$ cat src/rtl/mips_pkg.sv
// Shared MIPS encodings and constants for the multiply/divide unit.
package mips_pkg;

   localparam logic [1:0] OP_MULT  = 2'b00;
   localparam logic [1:0] OP_MULTU = 2'b01;
   localparam logic [1:0] OP_DIV   = 2'b10;
   localparam logic [1:0] OP_DIVU  = 2'b11;

   localparam int MD_ITER = 32;

   typedef enum logic {
      ST_IDLE = 1'b0,
      ST_RUN  = 1'b1
   } md_state_e;

endpackage

$ cat src/rtl/div_step.sv
// One restoring-division iteration: shift in a dividend bit, subtract the divisor if it fits.
// Purely combinational; the caller guarantees rem_i < divisor_i unless the divisor is zero.
module div_step #(
   parameter int WIDTH = 32
) (
   input  logic [WIDTH-1:0] rem_i,
   input  logic             bit_i,
   input  logic [WIDTH-1:0] divisor_i,
   output logic [WIDTH-1:0] rem_o,
   output logic             qbit_o
);

   logic [WIDTH:0] shifted;
   logic [WIDTH:0] diff;

   assign shifted = {rem_i, bit_i};
   assign diff    = shifted - {1'b0, divisor_i};
   // No borrow out of the top bit means the divisor fit.
   assign qbit_o  = ~diff[WIDTH];
   assign rem_o   = qbit_o ? diff[WIDTH-1:0] : shifted[WIDTH-1:0];

endmodule

$ cat src/rtl/mult_div_unit.sv
// Iterative MULT/MULTU/DIV/DIVU unit owning HI/LO; fixed 32-cycle latency, start ignored while busy.
// A single 64-bit work register holds {acc, multiplier} for multiply and {remainder, dividend/quotient} for divide.
module mult_div_unit
   import mips_pkg::*;
#(
   parameter int WIDTH = 32
) (
   input  logic             clk,
   input  logic             reset_n,
   input  logic             start,
   input  logic [1:0]       op,
   input  logic [WIDTH-1:0] operand_a,
   input  logic [WIDTH-1:0] operand_b,
   input  logic             abort,
   input  logic             hi_we,
   input  logic             lo_we,
   input  logic [WIDTH-1:0] write_data,
   output logic [WIDTH-1:0] hi,
   output logic [WIDTH-1:0] lo,
   output logic             busy,
   output logic             done
);

   localparam logic [4:0] LAST = 5'(MD_ITER - 1);

   md_state_e            state_q, state_d;
   logic [4:0]           cnt_q, cnt_d;
   logic [1:0]           op_q, op_d;
   logic                 quo_neg_q, quo_neg_d, rem_neg_q, rem_neg_d;
   logic                 dz_q, dz_d, done_q, done_d;
   logic [WIDTH-1:0]     opnd_q, opnd_d, raw_a_q, raw_a_d;
   logic [WIDTH-1:0]     hi_q, hi_d, lo_q, lo_d;
   logic [2*WIDTH-1:0]   w_q, w_d;

   logic                 is_mul, is_signed, run_mul, sa, sb, qbit;
   logic [WIDTH-1:0]     mag_a, mag_b, rem_nx;
   logic [WIDTH:0]       mul_sum;
   logic [2*WIDTH-1:0]   mul_next, div_next, prod;

   assign is_mul    = (op == OP_MULT) || (op == OP_MULTU);
   assign is_signed = (op == OP_MULT) || (op == OP_DIV);
   assign sa        = is_signed & operand_a[WIDTH-1];
   assign sb        = is_signed & operand_b[WIDTH-1];
   assign mag_a     = sa ? -operand_a : operand_a;
   assign mag_b     = sb ? -operand_b : operand_b;
   assign run_mul   = (op_q == OP_MULT) || (op_q == OP_MULTU);

   assign mul_sum  = {1'b0, w_q[2*WIDTH-1:WIDTH]} + (w_q[0] ? {1'b0, opnd_q} : '0);
   assign mul_next = {mul_sum, w_q[WIDTH-1:1]};
   assign prod     = quo_neg_q ? -mul_next : mul_next;

   div_step #(.WIDTH(WIDTH)) u_div_step (
      .rem_i     (w_q[2*WIDTH-1:WIDTH]),
      .bit_i     (w_q[WIDTH-1]),
      .divisor_i (opnd_q),
      .rem_o     (rem_nx),
      .qbit_o    (qbit)
   );
   assign div_next = {rem_nx, w_q[WIDTH-2:0], qbit};

   always_comb begin
      state_d   = state_q;
      cnt_d     = cnt_q;
      op_d      = op_q;
      quo_neg_d = quo_neg_q;
      rem_neg_d = rem_neg_q;
      dz_d      = dz_q;
      opnd_d    = opnd_q;
      raw_a_d   = raw_a_q;
      w_d       = w_q;
      hi_d      = hi_q;
      lo_d      = lo_q;
      done_d    = 1'b0;
      unique case (state_q)
         ST_IDLE: begin
            if (hi_we) hi_d = write_data;
            if (lo_we) lo_d = write_data;
            if (start && !abort) begin
               state_d   = ST_RUN;
               cnt_d     = '0;
               op_d      = op;
               quo_neg_d = sa ^ sb;
               rem_neg_d = sa;
               dz_d      = !is_mul && (operand_b == '0);
               raw_a_d   = operand_a;
               opnd_d    = is_mul ? mag_a : mag_b;
               w_d       = {{WIDTH{1'b0}}, (is_mul ? mag_b : mag_a)};
            end
         end
         ST_RUN: begin
            if (abort) begin
               state_d = ST_IDLE;
            end else begin
               w_d = run_mul ? mul_next : div_next;
               if (cnt_q == LAST) begin
                  state_d = ST_IDLE;
                  done_d  = 1'b1;
                  if (run_mul) begin
                     hi_d = prod[2*WIDTH-1:WIDTH];
                     lo_d = prod[WIDTH-1:0];
                  end else if (dz_q) begin
                     // Divide by zero reports the raw dividend with no sign fix-up.
                     hi_d = raw_a_q;
                     lo_d = '1;
                  end else begin
                     hi_d = rem_neg_q ? -div_next[2*WIDTH-1:WIDTH] : div_next[2*WIDTH-1:WIDTH];
                     lo_d = quo_neg_q ? -div_next[WIDTH-1:0] : div_next[WIDTH-1:0];
                  end
               end else begin
                  cnt_d = cnt_q + 5'd1;
               end
            end
         end
         default: state_d = ST_IDLE;
      endcase
   end

   always_ff @(posedge clk or negedge reset_n) begin
      if (!reset_n) begin
         state_q   <= ST_IDLE;
         cnt_q     <= '0;
         op_q      <= '0;
         quo_neg_q <= 1'b0;
         rem_neg_q <= 1'b0;
         dz_q      <= 1'b0;
         done_q    <= 1'b0;
         opnd_q    <= '0;
         raw_a_q   <= '0;
         w_q       <= '0;
         hi_q      <= '0;
         lo_q      <= '0;
      end else begin
         state_q   <= state_d;
         cnt_q     <= cnt_d;
         op_q      <= op_d;
         quo_neg_q <= quo_neg_d;
         rem_neg_q <= rem_neg_d;
         dz_q      <= dz_d;
         done_q    <= done_d;
         opnd_q    <= opnd_d;
         raw_a_q   <= raw_a_d;
         w_q       <= w_d;
         hi_q      <= hi_d;
         lo_q      <= lo_d;
      end
   end

   assign hi   = hi_q;
   assign lo   = lo_q;
   assign busy = (state_q == ST_RUN);
   assign done = done_q;

endmodule
$ cat config.mk
export PLATFORM = sky130hd
export DESIGN_NAME = mult_div_unit
export DESIGN_NICKNAME = d
export VERILOG_FILES = /design/src/rtl/mips_pkg.sv /design/src/rtl/div_step.sv /design/src/rtl/mult_div_unit.sv
export SDC_FILE = /design/constraint.sdc
export NUM_CORES = 1
export LEC_CHECK = 0
export ABC_CLOCK_PERIOD_IN_PS = 8270
export BUFFER_PORTS_ARGS = -buffer_cell sky130_fd_sc_hd__buf_2
export CAP_MARGIN = 10
export CORE_UTILIZATION = 50
export DETAILED_ROUTE_END_ITERATION = 8
export PLACE_DENSITY = 0.72
export SLEW_MARGIN = 40
export SYNTH_ARGS = -nofsm -noshare
export SYNTH_HDL_FRONTEND = slang
export SYNTH_SLANG_ARGS = --single-unit
$ cat constraint.sdc
create_clock -name clk -period 8.27 [get_ports clk]
set_clock_uncertainty 0.15 [all_clocks]
set_input_delay 0.827 -clock clk [delete_from_list [all_inputs] [get_ports clk]]
set_output_delay 0.827 -clock clk [all_outputs]
set_load 0.005 [all_outputs]
Yosys cells after proc, flatten, opt, wreduce, memory -nomap -nowiden:

Cells that the tools add are included.

* muxes and demuxes: 36
* reductions and logical operators: 15
* bitwise logic cells: 5
* add/subtract/negate cells: 8
* eq/ne operators: 10

Operator list (number)
* 2-to-1 mux 32 bit: 18
* 2-to-1 mux 64 bit: 4
* negation 32 bit: 4
* case mux 32 bit (2 select lines): 2
* case mux 64 bit (2 select lines): 1
* negation 64 bit: 1
* adder 32 x 32 -> 33 bit: 1
* subtractor 33 x 32 -> 33 bit: 1
* zero test 32 bit: 1
* 2-to-1 mux 5 bit: 3
* inequality test 2 bit (second input constant): 5
* case mux 5 bit (2 select lines): 1
* AND reduction 3 bit: 3
* 2-to-1 mux 1 bit: 6
* adder 5 x 1 -> 5 bit (second input constant): 1
* == test 5 bit (second input constant): 1
* == test 2 x 1 -> 1 bit (second input constant): 2
* zero test 2 bit: 2
* AND reduction 2 bit: 2
* logical OR 1 bit: 3
* AND 1 bit: 2
* == test 2 bit (second input constant): 1
* logical AND 1 bit: 2
* zero test 1 bit: 2
* other kinds (4): 5

* bits in registers: 204
* logic and storage cells: 86
* input port bits: 104
* output and inout bits: 66

Depth between registers and ports, before layout:

Gate-level depths: netlist of run 1.

* depth after elaboration: 9
* depth in mapped cells: 26
* gate-level depth less buffers: 23

Hierarchy:

From an unflattened synthesis of run 1, not the netlist that was laid out.

* cells, all modules: 2418
* area, all modules: 18656.6 sq um

Modules (own cells, without submodules)
* mult_div_unit: seq. area each 5079.9 sq um, area each 16298.1 sq um, cells an instance 2113, instances 1
* div_step: seq. area each 0.0 sq um, area each 2358.5 sq um, cells an instance 305, instances 1

Worst setup path after synthesis of run 1:

OpenSTA, ideal clock, no wires.

* path kind: register to register
* start point: register w_q[31]
* end point: register hi_q[22] (netlist: hi[22])
* arrival time: 5.940 ns
* path buffers: 3
* clock period less this slack: 6.200 ns
* cell stages (with the launch flop): 26
* path slack: 2.070 ns
* data required time: 8.010 ns
* setup time: 0.110 ns
* cell sequence: dfrtp_1 -> clkbuf_1 -> inv_1 -> ha_1 -> inv_1 -> fa_1 -> a211o_1 -> a41o_1 -> o211ai_1 -> a21boi_1 -> nor3_1 -> nor2_2 -> inv_2 -> clkbuf_1 -> clkbuf_1 -> mux2i_1 -> ha_1 -> o211ai_1 -> or3b_2 -> or4_1 -> o2bb2a_1 -> o2111ai_1 -> nor2_1 -> a31oi_1 -> xor2_1 -> o41ai_1

* word-level cells in the longest chain between the ends: 9
* elaborated cells on any way between the ends: 11
* those cells by class: add/sub (3); mux (8)

Ends and longest elaborated chain
* start: declaration: line mult_div_unit.sv:33 `logic [2*WIDTH-1:0] w_q, w_d;`
* start signal: assignment: line mult_div_unit.sv:142 `w_q <= w_d;`
* subtractor 33 x 32 -> 33 bit: line div_step.sv:17 `assign diff = shifted - {1'b0, divisor_i};`
* 2-to-1 mux 32 bit: line div_step.sv:20 `assign rem_o = qbit_o ? diff[WIDTH-1:0] : shifted[WIDTH-1:0];`
* negation 32 bit: line mult_div_unit.sv:106 `hi_d = rem_neg_q ? -div_next[2*WIDTH-1:WIDTH] : div_next[2*WIDTH-1:WIDTH];`
* 2-to-1 mux 32 bit: line mult_div_unit.sv:106
* 2-to-1 mux 32 bit: line mult_div_unit.sv:101 `end else if (dz_q) begin`
* 2-to-1 mux 32 bit (*): line mult_div_unit.sv:98 `if (run_mul) begin`
* 2-to-1 mux 32 bit (*): line mult_div_unit.sv:95 `if (cnt_q == LAST) begin`
* 2-to-1 mux 32 bit (*): line mult_div_unit.sv:91 `if (abort) begin`
* case mux 32 bit (2 select lines) (*): line mult_div_unit.sv:74 `unique case (state_q)`
* end signal: assignment: line mult_div_unit.sv:143 `hi_q <= hi_d;`
* end: declaration: line mult_div_unit.sv:32 `logic [WIDTH-1:0] hi_q, hi_d, lo_q, lo_d;`

Every way passes the cells marked *; elsewhere a longest branch is shown, timed or not. The select of a mux whose other input is x is not followed.
A chain may end at the register's enable or synchronous reset.

Worst setup path in the final report of run 1:

Ends and elaborated chain as after synthesis.

==> key figures, run 1 <==
Logic synthesis
  • Primary FF master, synth: dfrtp_1
  • Cell accounting for the most synthesized area: dfrtp_1
  • Distinct cell type count after synthesis: 86
  • Avg Inst Size Synth: ~7.4 µm²
  • Most frequent cells after synthesis: nand2_1 (397), o21ai_0 (242), nor2_1 (236), dfrtp_1 (203), a21oi_1 (188)
  • EDFF count, synth: 0
  • Synth Warn #: 0
  • XOR/XNOR Fraction of Synth Area: 0.103
  • Yosys reg bits: 203
  • Largest family of logic cells by synthesized area: compound AO/OA/AOI/OAI gates
  • Synth Area in Compound Gates: 0.268
  • Synthesized area: ~19000 µm²
  • Seq/Total Area, Yosys: 0.271
  • Mapped Cells: 2520
  • Post-Syn Nets: approximately 2.7k
  • Share of the synthesized area in the top cell type: 0.271
  • Most common cell in the netlist: nand2_1
  • Ys async rst share: 1.00
  • Synth top area cells: dfrtp_1 (27%), nand2_1 (7.9%), xnor2_1 (6.5%)
  • Synth Area in Adders: 0.0495
  • Post-synthesis mux area share: 0.0453
  • Post-Synth Simple-Gate Area: 0.210

Clocking
  • CTS Buffer Depth: 3
  • Reg clk slew, reported paths: about 0.06 ns
  • Clk_lat worst skew: 0.56 ns
  • Root Driver: clkbuf_16
  • CTS sink count: between 200 and 250
  • Postcts setup bufs: 0
  • Post-CTS sizing: 0
  • CTS Hold Bufs: 0
  • TritonCTS buffer count: 25
  • CTS tree: built
  • Deepest level of the CTS H-tree: 1

Cells and area
  • Finished Core Util: 0.565
  • Share of cells above drive strength 1: 0.119
  • Layout Nets: 2735
  • Area Growth Syn to Fin: 10.8%

GRT
  • Largest net degree at the start of global routing: between 100 and 150
  • Initial antenna violation count: 4
  • GRT Util Overall: 0.387
  • Vias in the first global route: ~18k
  • First-pass GRT wire length: 113 mm
  • Global route total overflow: 0

Setup path
  • Arrival @ worst endpoint: 7.10 ns
  • Worst setup startpoint: w_q[31]
  • Worst-case reg-to-reg path depth: 23
  • Crit start category: register
  • Crit Path Class: reg -> reg
  • Crit end category: register
  • Req. time, crit path: between 8 and 9 ns
  • CP Max Fanout: 28
  • RR Startpoint: w_q[31]

STA
  • Slew Viols, Final: 0
  • Unrepaired setup endpoints after global routing: no
  • Min Clock Period, post-route: 6.80 ns
  • Setup violators final: 0
  • Setup TNS: 0 ns
  • Worst slew pin tran: 0.930 ns
  • Period utilization: 0.823
  • Final hold violation count: 0
  • Maximum clock rate: 0.147 GHz
  • Rel. slew slack: 0.375
  • Final hold slack: 0.0928 ns

Routing
  • Pre-antenna DRT Iters: 6
  • Vias: 20.0k
  • Routed Antenna Nets: 0
  • Initial drt markers: around 2.4k
  • DR vias/cell: around 6.6
  • DRC violations left: 0
  • Routed WL: 75.4 mm
  • WL per Instance: roughly 25 µm

Pwr
  • Combinational share of power: 0.558
  • Post-layout power: roughly 0.0064 W
  • Pleak: 9.03 nW
  • Design internal power: 0.00337 W
  • Sequential power share: 0.230
  • Switching share of total power: 0.477
  • Max rail drop VDD: 0.000140 V
  • Clock power frac: 0.212
  • Power density cells: 310 nW/µm²
  • P_sw: 0.00307 W

Floorplanning
  • Row Count: 70
  • Core area: 36800 µm²
  • Starting Density: 0.510
  • I/O Pins: 170
  • Die Ht: 196 µm
  • Die width: 196 µm
  • Die Footprint: 38300 µm²

Job
  • Number of max-cap violations: 0

Placement
  • DP HPWL: ~58 mm
  • Buffers on Ports: 169
  • GPL Wtd Cong: 1.05

Min path
  • Worst Hold Class: in -> async

Run status
  • Status: completed
## power groups by stage
stage / clock (W) / sequential [W] / combinational (W)
after floorplan: 0 / 0.00133 / 0.00255
after global placement: 0 / 0.00147 / 0.00345
after detailed placement: 0 / 0.00148 / 0.00348
after CTS: 0.00137 / 0.00146 / 0.00350
after global routing: 0.00141 / 0.00150 / 0.00389
final: 0.00137 / 0.00148 / 0.00360
## cell usage in the layout, fill, tap and decap left out, types with 24 or more instances in the layout
| cell | Yosys | layout |
|---|---|---|
| nand3_1 | 29 | 28 |
| buf_2 | 2 | 167 |
| o21ai_0 | 242 | 241 |
| xnor2_1 | 140 | 140 |
| a21oi_1 | 188 | 188 |
| a21o_1 | 30 | 29 |
| a31oi_1 | 50 | 50 |
| mux2_2 | 31 | 31 |
| xor2_1 | 81 | 81 |
| o31ai_1 | 33 | 33 |
| mux2i_1 | 50 | 50 |
| nand2_1 | 397 | 397 |
| nor2_1 | 236 | 235 |
| or3_1 | 28 | 28 |
| nor3_1 | 42 | 42 |
| ha_1 | 71 | 71 |
| o221ai_1 | 28 | 28 |
| dfrtp_1 | 203 | 200 |
| a211oi_1 | 48 | 48 |
| clkbuf_16 | 0 | 26 |
| inv_1 | 80 | 79 |
| a22o_1 | 24 | 24 |
| o211ai_1 | 27 | 27 |
## worst max-delay path: stages (launching register included)
cell	delay (ns)
dfrtp_1	0.48
inv_1	0.13
ha_1	0.20
inv_1	0.06
fa_1	0.41
a211o_1	0.32
a41o_1	0.38
o211ai_1	0.35
a21boi_1	0.14
nor3_1	0.16
buf_4	0.25
nor2_4	0.05
inv_2	0.42
mux2i_1	0.37
ha_1	0.27
o211ai_1	0.12
or3b_2	0.48
or4_1	0.43
o2bb2a_1	0.27
o2111ai_1	0.28
nor2_1	0.34
a31oi_1	0.14
xor2_1	0.18
o41ai_1	0.27
## stage by stage
step	cells	setup slack (ns)	area (µm²)
4_1_cts	3045	1.62	20800
2_1_floorplan	2520	2.07	18800
5_1_grt	3045	1.08	20800
6_report	3048	1.47	20800
3_3_place_gp	2999	1.91	19700
3_5_place_dp	2999	1.66	19800
## worst paths after layout
kind,slack [ns],end
min reg2reg,0.33,raw_a_q[2]
max reg2reg,1.47,hi[22]
max in group asynchronous,6.85,busy
max,1.47,hi[22]
min,0.09,lo[10]
min in group clk,0.33,raw_a_q[2]
## per-layer routing
metal,global-route usage,part of all wire
met5,0,0.00016
met4,0.136,0.038
met1,0.544,0.42
met2,0.583,0.43
met3,0.0877,0.11
## flip-flops by register name, indices dropped and copies added, names as in the netlist
name and flops:
busy 1, cnt_q 5, done 1, dz_q 1, hi 32, lo 32
op_q 1, opnd_q 32, quo_neg_q 1, raw_a_q 32, rem_neg_q 1, w_q 64
## final cells by class
type	count	area, µm²
repair buffers	194	1070
well taps	468	586
fillers	3491	16000
clock inverters	15	329
diodes	3	7.51
flip-flops and latches	203	5090
clock buffers	31	678
inverters	81	304
multi-input cells	2053	12700
## cells by family after synthesis
kind of cell | after synthesis
xor gates and xnor gates | 221
adders and majority gates | 73
and+or+nand+nor | 880
muxes | 81
DFF | 203
AOI/OAI and AO/OA | 798
buffers and inverters | 264
Power figures use the tool's default switching activity.
==> inputs of run 2 (changes only) <==
Settings changed: ABC_CLOCK_PERIOD_IN_PS 8270 to 6400.
Clock period 8.27 ns to 6.4 ns, I/O delays scaled along.
==> run 2 against run 1 <==
Fmax increased by 12%. Final cell count about the same. Worst setup slack worse by 1.1 ns. Hold slack better by 0.098 ns. Critical endpoint unchanged. Largest power group unchanged. Highest routed layer unchanged.
==> key figures, run 2 (synthesis results as in run 1) <==
Routing
  • WL per Instance: ~25 µm
  • Routed Antenna Nets: 0
  • Pre-antenna DRT Iters: 6
  • DRC violations left: 0
  • Vias: 19.9k
  • Routed WL: between 70 and 80 mm
  • DR vias/cell: 6.51
  • Initial drt markers: 2288

Clocking
  • CTS Buffer Depth: 3
  • Postcts setup bufs: 0
  • Deepest level of the CTS H-tree: 1
  • Clk_lat worst skew: around 0.56 ns
  • Reg clk slew, reported paths: around 0.070 ns
  • TritonCTS buffer count: 24
  • Root Driver: clkbuf_16
  • CTS tree: built
  • CTS sink count: between 200 and 250

Pwr
  • Sequential power share: 0.229
  • Pleak: 9.04 nW
  • P_sw: 0.00401 W
  • Clock power frac: 0.200
  • Power density cells: 398 nW/µm²
  • Max rail drop VDD: 0.000206 V
  • Design internal power: 0.00427 W
  • Combinational share of power: 0.571
  • Switching share of total power: 0.485

Placement
  • Buffers on Ports: 169
  • DP HPWL: just under 60 mm
  • Post-Place Cells: 3005
  • Place WS: 0.419 ns
  • GPL Wtd Cong: 1.07

Setup path
  • Req. time, crit path: 6.69 ns
  • Worst setup startpoint: w_q[31]
  • RR Startpoint: w_q[31]
  • Crit end category: register
  • Crit Path Class: reg -> reg
  • CP Max Fanout: 15
  • Arrival @ worst endpoint: 6.37 ns
  • Crit start category: register

GRT
  • Largest net degree at the start of global routing: around 120
  • GRT Util Overall: 0.383
  • Initial antenna violation count: 2
  • Vias in the first global route: around 18k
  • First-pass GRT wire length: about 110 mm
  • Global route total overflow: 0

Floorplanning
  • Core area: between 30000 and 40000 µm²
  • Die Footprint: between 30000 and 40000 µm²
  • Die Ht: 196 µm
  • I/O Pins: 170
  • Row Count: 70
  • Die width: around 200 µm
  • Starting Density: 0.510

STA
  • Final hold violation count: 0
  • Final hold slack: 0.191 ns
  • Period utilization: 0.950
  • Slew Viols, Final: 0
  • Setup TNS: 0 ns
  • Setup violators final: 0
  • Fin worst setup slack: 0.319 ns
  • Worst slew pin tran: around 0.9 ns
  • Maximum clock rate: 0.164 GHz
  • Unrepaired setup endpoints after global routing: no
  • Rel. slew slack: 0.415
  • Min Clock Period, post-route: ~6.1 ns

Cells and area
  • Commonest non-fill, non-tap cell in the layout: nand2_1
  • Share of cells above drive strength 1: 0.122
  • Layout Nets: 2741
  • Final non-filler cell total: 3051
  • Largest reg by FF count: w_q
  • Max reg flops: 64
  • Area Growth Syn to Fin: 10.8%
  • Most frequent cells in the layout: nand2_1 (397), o21ai_0 (241), nor2_1 (234)

Job
  • Number of max-cap violations: 0

Min path
  • Worst hold path startpoint: operand_a[29]
  • Worst Hold Class: in -> reg

Run status
  • Status: completed
-- run 2: cell count changes in the layout (fill, tap and decap cells not counted), moves of 2 or more --
cell	change
buf_4	+5
bufinv_16	-3
clkbuf_1	-3
clkbuf_8	+2
clkinv_4	+2
diode_2	-2
-- run 2: timing repair --
action | 4_1_cts | 5_1_grt
endpoints found under the setup margin | 0 | 4
gates resized for setup | 0 | 1
endpoints found under the hold margin | 46 | 0
hold buffers | 1 | 0
-- run 2: worst max-delay path, stage by stage, from the launching register on --
cell       delay, ns
dfrtp_1         0.38
inv_1           0.09
ha_1            0.20
inv_1           0.06
fa_1            0.41
a211o_1         0.31
a41o_1          0.29
o211ai_1        0.32
a21boi_1        0.15
nor3_2          0.24
nor2_4          0.05
inv_2           0.24
nor2_1          0.07
a21oi_1         0.22
ha_1            0.25
o211ai_1        0.13
or3b_2          0.48
or4_1           0.44
o2bb2a_1        0.29
o2111ai_1       0.30
nor2_1          0.32
a31oi_1         0.14
xor2_1          0.18
o41ai_1         0.24
-- run 2: per-stage QoR --
stage / util / power, W / cell area [µm²]
4_1_cts: 0.565 / 0.00813 / 20800
5_1_grt: 0.565 / 0.00870 / 20800
2_1_floorplan: - / 0.00501 / 18800
3_5_place_dp: 0.539 / 0.00645 / 19800
6_report: 0.565 / 0.00828 / 20800
3_3_place_gp: 0.538 / 0.00639 / 19800
-- run 2: path summary, 6_finish.rpt --
path / depth (start not counted) / slack [ns] / endpoint
hold / removal: 3 / 0.19 / raw_a_q[29]
max in group asynchronous: 4 / 4.35 / busy
hold reg to reg: 2 / 0.32 / hi[9]
setup reg to reg: 23 / 0.32 / hi[22]
setup / recovery: 23 / 0.32 / hi[22]
min in group asynchronous: 2 / 0.46 / lo[8]
-- run 2: layout make-up --
cell class                 count  area, µm²
timing repair buffer         201       1140
fill                        3541      16000
clock buffer                  29        681
inverter                      81        304
clock inverter                15        262
sequential                   203       5090
tap                          468        586
multi-input combinational   2053      12700
antenna                        1       2.50
-- run 2: routing by layer --
layer	GRT usage	part of all wire
met3	0.0655	0.11
met1	0.543	0.42
met2	0.584	0.43
met4	0.137	0.038
met5	0	0.00012
-- run 2: power groups by stage --
stage	sequential, W	clock, W	combinational (W)
after detailed placement	0.00189	0	0.00456
after floorplan	0.00172	0	0.00330
after global routing	0.00192	0.00171	0.00508
after global placement	0.00188	0	0.00452
final	0.00189	0.00166	0.00473
after CTS	0.00187	0.00167	0.00459
